--- src/rtl/usb_tx_arbiter.sv ---
// USB transmit transaction scheduler: arbitrates data vs handshake requests and sequences packets.
// Optional completion watchdog enabled by defining TX_ARB_TIMEOUT_EN.
module usb_tx_arbiter #(
    parameter int IPG_CYCLES     = 16,
    parameter int MAX_HS_STREAK  = 4,
    parameter int TIMEOUT_CYCLES = 1024
) (
    input  logic       clk,
    input  logic       n_rst,
    input  logic       req_data,
    input  logic       req_hs,
    input  logic       hs_nak,
    input  logic       tx_done,
    input  logic       err_clr,
    output logic       grant_data,
    output logic       grant_hs,
    output logic       tx_start,
    output logic [7:0] tx_pid,
    output logic [1:0] tx_kind,
    output logic       tx_abort,
    output logic       xact_done,
    output logic       xact_err,
    output logic       err_timeout,
    output logic       busy
);

    typedef enum logic [3:0] {
        ST_IDLE      = 4'd0,
        ST_START_TOK = 4'd1,
        ST_WAIT_TOK  = 4'd2,
        ST_GAP_TOK   = 4'd3,
        ST_START_DAT = 4'd4,
        ST_WAIT_DAT  = 4'd5,
        ST_START_HS  = 4'd6,
        ST_WAIT_HS   = 4'd7,
        ST_GAP       = 4'd8
    } state_t;

    localparam logic [3:0] PID_OUT   = 4'h1;
    localparam logic [3:0] PID_DATA0 = 4'h3;
    localparam logic [3:0] PID_DATA1 = 4'hB;
    localparam logic [3:0] PID_ACK   = 4'h2;
    localparam logic [3:0] PID_NAK   = 4'hA;

    localparam logic [1:0] KIND_TOKEN = 2'b00;
    localparam logic [1:0] KIND_DATA  = 2'b01;
    localparam logic [1:0] KIND_HS    = 2'b10;

    localparam logic [7:0] GAP_LAST = 8'(IPG_CYCLES - 1);
    localparam logic [3:0] HS_MAX   = 4'(MAX_HS_STREAK);

    // The upper nibble is the check field: ones' complement of the PID code.
    function automatic logic [7:0] pid_byte(input logic [3:0] code);
        return {~code, code};
    endfunction

    state_t      state_r;
    state_t      state_nxt_s;
    logic [7:0]  gap_cnt_r;
    logic [3:0]  hs_streak_r;
    logic        toggle_r;
    logic        data_win_s;
    logic        gap_load_s;
    logic        done_s;
    logic        abort_s;
    logic        flip_s;
    logic        wdog_expire_s;

    logic        grant_data_r;
    logic        grant_hs_r;
    logic        tx_start_r;
    logic [7:0]  tx_pid_r;
    logic [1:0]  tx_kind_r;
    logic        xact_done_r;
    logic        busy_r;

    assign data_win_s = req_data && (!req_hs || (hs_streak_r == HS_MAX));

    // Next-state decode; completion always takes priority over watchdog expiry.
    always_comb begin
        state_nxt_s = state_r;
        gap_load_s  = 1'b0;
        done_s      = 1'b0;
        abort_s     = 1'b0;
        flip_s      = 1'b0;
        case (state_r)
            ST_IDLE: begin
                if (data_win_s) begin
                    state_nxt_s = ST_START_TOK;
                end else if (req_hs) begin
                    state_nxt_s = ST_START_HS;
                end else begin
                    state_nxt_s = ST_IDLE;
                end
            end
            ST_START_TOK: state_nxt_s = ST_WAIT_TOK;
            ST_WAIT_TOK: begin
                if (tx_done) begin
                    state_nxt_s = ST_GAP_TOK;
                    gap_load_s  = 1'b1;
                end else if (wdog_expire_s) begin
                    state_nxt_s = ST_GAP;
                    gap_load_s  = 1'b1;
                    done_s      = 1'b1;
                    abort_s     = 1'b1;
                end else begin
                    state_nxt_s = ST_WAIT_TOK;
                end
            end
            ST_GAP_TOK: begin
                if (gap_cnt_r == 8'd0) begin
                    state_nxt_s = ST_START_DAT;
                end else begin
                    state_nxt_s = ST_GAP_TOK;
                end
            end
            ST_START_DAT: state_nxt_s = ST_WAIT_DAT;
            ST_WAIT_DAT: begin
                if (tx_done) begin
                    state_nxt_s = ST_GAP;
                    gap_load_s  = 1'b1;
                    done_s      = 1'b1;
                    flip_s      = 1'b1;
                end else if (wdog_expire_s) begin
                    state_nxt_s = ST_GAP;
                    gap_load_s  = 1'b1;
                    done_s      = 1'b1;
                    abort_s     = 1'b1;
                end else begin
                    state_nxt_s = ST_WAIT_DAT;
                end
            end
            ST_START_HS: state_nxt_s = ST_WAIT_HS;
            ST_WAIT_HS: begin
                if (tx_done) begin
                    state_nxt_s = ST_GAP;
                    gap_load_s  = 1'b1;
                    done_s      = 1'b1;
                end else if (wdog_expire_s) begin
                    state_nxt_s = ST_GAP;
                    gap_load_s  = 1'b1;
                    done_s      = 1'b1;
                    abort_s     = 1'b1;
                end else begin
                    state_nxt_s = ST_WAIT_HS;
                end
            end
            ST_GAP: begin
                if (gap_cnt_r == 8'd0) begin
                    state_nxt_s = ST_IDLE;
                end else begin
                    state_nxt_s = ST_GAP;
                end
            end
            default: state_nxt_s = ST_IDLE;
        endcase
    end

    // State register, gap counter, data toggle and handshake streak.
    always_ff @(posedge clk or negedge n_rst) begin
        if (!n_rst) begin
            state_r     <= ST_IDLE;
            gap_cnt_r   <= 8'd0;
            toggle_r    <= 1'b0;
            hs_streak_r <= 4'd0;
        end else begin
            state_r <= state_nxt_s;
            if (gap_load_s) begin
                gap_cnt_r <= GAP_LAST;
            end else if (gap_cnt_r != 8'd0) begin
                gap_cnt_r <= gap_cnt_r - 8'd1;
            end else begin
                gap_cnt_r <= gap_cnt_r;
            end
            if (flip_s) begin
                toggle_r <= ~toggle_r;
            end else begin
                toggle_r <= toggle_r;
            end
            if (state_nxt_s == ST_START_TOK) begin
                hs_streak_r <= 4'd0;
            end else if ((state_nxt_s == ST_START_HS) && (hs_streak_r != HS_MAX)) begin
                hs_streak_r <= hs_streak_r + 4'd1;
            end else begin
                hs_streak_r <= hs_streak_r;
            end
        end
    end

    // Registered packet and transaction outputs, decoded from the next state.
    always_ff @(posedge clk or negedge n_rst) begin
        if (!n_rst) begin
            grant_data_r <= 1'b0;
            grant_hs_r   <= 1'b0;
            tx_start_r   <= 1'b0;
            tx_pid_r     <= 8'h00;
            tx_kind_r    <= 2'b00;
            xact_done_r  <= 1'b0;
            busy_r       <= 1'b0;
        end else begin
            grant_data_r <= (state_nxt_s == ST_START_TOK);
            grant_hs_r   <= (state_nxt_s == ST_START_HS);
            tx_start_r   <= (state_nxt_s == ST_START_TOK) || (state_nxt_s == ST_START_DAT) ||
                            (state_nxt_s == ST_START_HS);
            xact_done_r  <= done_s;
            busy_r       <= (state_nxt_s != ST_IDLE);
            case (state_nxt_s)
                ST_START_TOK: begin
                    tx_pid_r  <= pid_byte(PID_OUT);
                    tx_kind_r <= KIND_TOKEN;
                end
                ST_START_DAT: begin
                    tx_pid_r  <= toggle_r ? pid_byte(PID_DATA1) : pid_byte(PID_DATA0);
                    tx_kind_r <= KIND_DATA;
                end
                ST_START_HS: begin
                    tx_pid_r  <= hs_nak ? pid_byte(PID_NAK) : pid_byte(PID_ACK);
                    tx_kind_r <= KIND_HS;
                end
                default: begin
                    tx_pid_r  <= tx_pid_r;
                    tx_kind_r <= tx_kind_r;
                end
            endcase
        end
    end

    assign grant_data = grant_data_r;
    assign grant_hs   = grant_hs_r;
    assign tx_start   = tx_start_r;
    assign tx_pid     = tx_pid_r;
    assign tx_kind    = tx_kind_r;
    assign xact_done  = xact_done_r;
    assign busy       = busy_r;

`ifdef TX_ARB_TIMEOUT_EN
    localparam logic [15:0] WDOG_LAST = 16'(TIMEOUT_CYCLES - 1);

    logic [15:0] wdog_cnt_r;
    logic        tx_abort_r;
    logic        xact_err_r;
    logic        err_timeout_r;
    logic        in_wait_s;
    logic        in_start_s;

    assign in_wait_s     = (state_r == ST_WAIT_TOK) || (state_r == ST_WAIT_DAT) ||
                           (state_r == ST_WAIT_HS);
    assign in_start_s    = (state_r == ST_START_TOK) || (state_r == ST_START_DAT) ||
                           (state_r == ST_START_HS);
    assign wdog_expire_s = in_wait_s && (wdog_cnt_r == WDOG_LAST);

    // Watchdog counter and abort/error flags; a new timeout beats err_clr.
    always_ff @(posedge clk or negedge n_rst) begin
        if (!n_rst) begin
            wdog_cnt_r    <= 16'd0;
            tx_abort_r    <= 1'b0;
            xact_err_r    <= 1'b0;
            err_timeout_r <= 1'b0;
        end else begin
            if (in_start_s) begin
                wdog_cnt_r <= 16'd0;
            end else if (in_wait_s) begin
                wdog_cnt_r <= wdog_cnt_r + 16'd1;
            end else begin
                wdog_cnt_r <= wdog_cnt_r;
            end
            tx_abort_r <= abort_s;
            xact_err_r <= abort_s;
            if (abort_s) begin
                err_timeout_r <= 1'b1;
            end else if (err_clr) begin
                err_timeout_r <= 1'b0;
            end else begin
                err_timeout_r <= err_timeout_r;
            end
        end
    end

    assign tx_abort    = tx_abort_r;
    assign xact_err    = xact_err_r;
    assign err_timeout = err_timeout_r;
`else
    logic unused_wdog_s;

    assign wdog_expire_s = 1'b0;
    assign unused_wdog_s = err_clr ^ abort_s;
    assign tx_abort      = 1'b0;
    assign xact_err      = 1'b0;
    assign err_timeout   = 1'b0;
`endif

endmodule

--- config.mk ---
export PLATFORM = sky130hd
export DESIGN_NAME = usb_tx_arbiter
export DESIGN_NICKNAME = d
export VERILOG_FILES = /design/src/rtl/usb_tx_arbiter.sv
export SDC_FILE = /design/constraint.sdc
export NUM_CORES = 1
export LEC_CHECK = 0
export ABC_AREA = 1
export BUFFER_PORTS_ARGS = -buffer_cell sky130_fd_sc_hd__buf_2
export CAP_MARGIN = 25
export CORE_ASPECT_RATIO = 0.7
export CORE_MARGIN = 2
export CORE_UTILIZATION = 44
export CTS_CLUSTER_SIZE = 12
export DETAILED_ROUTE_END_ITERATION = 10
export MAX_ROUTING_LAYER = met4
export PLACE_DENSITY_LB_ADDON = 0.1
export SLEW_MARGIN = 0
export SYNTH_ARGS = -nofsm -noshare
export SYNTH_HDL_FRONTEND = slang
export SYNTH_SLANG_ARGS = --single-unit
--- constraint.sdc ---
create_clock -name clk -period 1.9 [get_ports clk]
set_input_delay 0.38 -clock clk [delete_from_list [all_inputs] [get_ports clk]]
set_output_delay 0.38 -clock clk [all_outputs]
set_load 0.01 [all_outputs]
==> results.txt <==
----------------------------------------------------
[Pwr]
  Share of total power in combinational logic ... 0.402
  Fraction of power consumed by the clock network ... 0.194
  Total net switching power ... 1.11 mW
  Power per standard cell area ... 1530 nW/um^2
  Overall Power ... 2.69 mW
  Relative contribution of sequential cells to total power ... 0.403
  VDD IR-drop max ... 0.625 mV
  Leakage component of the power ... 0.973 nW
  Sw frac ... 0.414
  Cell internal power dissipation ... 1.58 mW

[Worst setup path]
  Worst EP arrival ... 1.83 ns
  Reg-to-reg startpoint ... gap_cnt_r[0]
  Critical path startpoint ... gap_cnt_r[0]
  Type of destination of the critical path ... register
  Sort of element at the start of the critical path ... register
  Type of the worst setup path ... register to register
  Length in cells of the worst reg-to-reg path ... 7
  Setup slack of the worst register-to-register path ... 0.22 ns
  Peak fanout along the critical path ... 4
  Critical register-to-register path endpoint ... busy
  Critical path data required time ... 2.06 ns

[Clock network]
  Source-to-sink clock delay at the later pin of the worst-skew pair ... 0.28 ns
  Clock Sink Count ... 30
  Post-CTS Setup Bufs ... 0
  Clock-pin transition on the worst setup and hold timing paths ... 0.06 ns
  Number of gates resized after cts ... 0
  Clock tree from TritonCTS ... done
  CTS hold repair buffers ... 0
  Buffer cell driving the clock tree root ... sky130_fd_sc_hd__clkbuf_8
  Number of clock buffers inserted by TritonCTS ... 5
  H-tree depth reported by CTS ... 2
  CTS Buffer Depth ... 2

[Routing]
  Detail-routed net length per standard cell ... 11.7 um
  Number of nets with antenna violations after routing ... 0
  Vias ... 1,135
  Detailed-router iteration count before antenna repair ... 4
  Detailed-route vias per instance ... 4.67
  Total wirelength of the detailed-routed design ... 2840 um
  Remaining DRCs ... 0
  Number of DRC violations after detailed-routing iteration 0 ... 44

[Timing]
  Portion of the clock cycle consumed by the worst path in the final layout ... 0.882
  Tightest Pin Transition ... 0.669 ns
  Total Neg Setup Slack ... 0 ns
  Setup repair after global routing missed its margin ... false
  Relative max-transition margin ... 0.554
  Crit path time final ... 1.68 ns
  F_max ... 0.596 GHz
  Count of final max-slew check failures ... 0
  Final hold violation count ... 0
  Final setup violation count ... 0
  Worst Clk Skew ... 0.00342 ns

[Global route]
  Wire length of the first global-routing pass ... 4850 um
  Pin count of the biggest net entering global routing ... 31
  Number of global-route vias before repair ... 1,034
  Aggregate global routing overflow ... 0
  Antenna violations before repair ... 0
  Total global routing track utilization ... 0.174

[Final layout]
  Share of final-layout standard cells stronger than drive strength 1 ... 0.260
  Area grow syn2layout ... 14.2%
  N_diodes ... 0
  Final nets ... 205
  Filler Cell Count ... 319

[Placement]
  Sum of net half-perimeters after detailed placement ... 2120 um
  Number of buffer cells added on primary ports ... 19
  Final weighted congestion of routability-driven global placement ... 0.781

[Min path]
  Worst hold-check path type ... input pin to asynchronous set/reset pin

[Synthesis]
  Number of warning messages in the yosys log ... 0
  Synth async-reset ratio ... 1.00
  Mapped Avg Cell Area ... 9.00 sq um
  Top area cells in the synthesized netlist ... sky130_fd_sc_hd__dfrtp_1 49%, sky130_fd_sc_hd__nand2_1 7.1%, sky130_fd_sc_hd__inv_1 5.6%, sky130_fd_sc_hd__nand3_1 4.9%, sky130_fd_sc_hd__xor2_1 3.4%
  Area share of the largest cell type after synthesis ... 0.488
  Number of distinct library cells after synthesis ... 27
  Cell area after technology mapping ... 1540 sq um
  Register area share after synthesis ... 0.488
  Total of flip-flops plus latches after synthesis ... 30
  Number of flops mapped to enable cells by yosys ... 0
  Yosys top cell by area ... sky130_fd_sc_hd__dfrtp_1
  Post-Synthesis Cells ... 171
  Most common flop cell mapped by yosys ... sky130_fd_sc_hd__dfrtp_1

[Floorplanning]
  Floorplan core area ... 3250 sq um
  Area enclosed by the die boundary ... 3990 sq um
  Vertical extent of the die ... 53.5 um
  Site row count ... 17
  I/O pin total ... 25
  Die Width ... 74.7 um
  Initial Util ... 0.473

[Run]
  Count of maximum capacitance violations ... 0

[Run status]
  Status ... complete, no violations

----------------------------------------------------
## cells in the final DEF, fill, tap and decap left out, drive strengths merged
| cell type | n |
|---|---|
| clkinv | 1 |
| nand2 | 39 |
| o21ai | 6 |
| nand4 | 6 |
| a21oi | 5 |
| clkbuf | 7 |
| dfrtp | 30 |
| nand3 | 16 |
| xor2 | 6 |
| nor2 | 18 |
| ha | 3 |
| buf | 19 |
| inv | 27 |
| nor3 | 5 |
| xnor2 | 1 |
| o31ai | 2 |
| conb | 4 |
| and2 | 1 |
## cells in the mapped netlist, types with 4 or more instances
cell	number
sky130_fd_sc_hd__xor2_1	6
sky130_fd_sc_hd__inv_1	23
sky130_fd_sc_hd__dfrtp_1	30
sky130_fd_sc_hd__nand3_1	15
sky130_fd_sc_hd__nand2_2	7
sky130_fd_sc_hd__nor2_1	10
sky130_fd_sc_hd__nand4_1	6
sky130_fd_sc_hd__nor3_1	4
sky130_fd_sc_hd__buf_4	5
sky130_fd_sc_hd__nor2_2	4
sky130_fd_sc_hd__a21oi_1	4
sky130_fd_sc_hd__o21ai_0	4
sky130_fd_sc_hd__nand2_1	29
## power by group through the flow
stage	clock network (mW)	logic (mW)	registers, mW
after CTS	0.542	1.09	1.08
after detailed placement	0	1.09	1.09
final	0.523	1.08	1.08
after global placement	0	1.06	1.08
after global routing	0.570	1.25	1.12
after floorplan	0	0.786	1.10
## per-stage QoR
stage	utilization	instances	setup slack [ns]	instance area (sq um)	hold WS, ns
6_report	0.540	243	0.224	1760	0.132
2_1_floorplan	-	174	0.496	1550	0.0844
3_3_place_gp	0.512	235	0.262	1670	0.442
5_1_grt	0.540	243	0.0573	1760	0.179
3_5_place_dp	0.512	235	0.258	1670	0.446
4_1_cts	0.540	243	0.239	1760	0.147
## logic make-up (layout without fill, tap and decap cells)
kind of cell | Yosys count | after routing | share of synthesized area
DFF | 30 | 30 | 0.488
xor gates and xnor gates | 7 | 7 | 0.0398
adders and majority gates | 3 | 3 | 0.0244
AOI/OAI and AO/OA | 13 | 13 | 0.0480
buffers and inverters | 32 | 54 | 0.0919
and+or+nand+nor | 85 | 85 | 0.306
other | 1 | 4 | 0.00244
## area by class of cell
cell class                 count  area, sq um  area share
clock buffer                   7         86.3      0.0491
tap                           47         58.8      0.0335
clock inverter                 1         5.00     0.00285
inverter                      27          104      0.0591
multi-input combinational    112          658       0.374
sequential                    30          751       0.427
timing repair buffer          19         95.1      0.0541
## how the worst max path moves through the flow
stage | end | slack [ns] | depth (start not counted)
after floorplan | tx_pid[5] | 0.50 | 9
after global placement | busy | 0.26 | 7
after detailed placement | busy | 0.26 | 7
after CTS | busy | 0.24 | 7
after global routing | busy | 0.06 | 7
final | busy | 0.22 | 7
## per-layer routing
layer  vias up  wire, um  GRT usage
met5         -         0          -
met4         0        42     0.0714
met2        25      1140      0.235
li1        583         -          -
met3         4       108     0.0514
met1       523      1550      0.241
## worst max-delay path, cell delays in order, from the launching register on
cell	delay, ns
sky130_fd_sc_hd__dfrtp_1	0.39
sky130_fd_sc_hd__inv_1	0.12
sky130_fd_sc_hd__ha_1	0.24
sky130_fd_sc_hd__nand2_2	0.13
sky130_fd_sc_hd__o21ai_0	0.29
sky130_fd_sc_hd__nand2_1	0.09
sky130_fd_sc_hd__nor2_1	0.18
sky130_fd_sc_hd__nand3_1	0.11
## flip-flops by register name, indices dropped and copies added, names as in the netlist
signal and count:
gap_cnt_r 8, state_r 4, hs_streak_r 4, tx_start 1, grant_hs 1, grant_data 1, xact_done 1, toggle_r 1
tx_pid 7, busy 1, tx_kind 1
(Power assumes the default switching activity.)
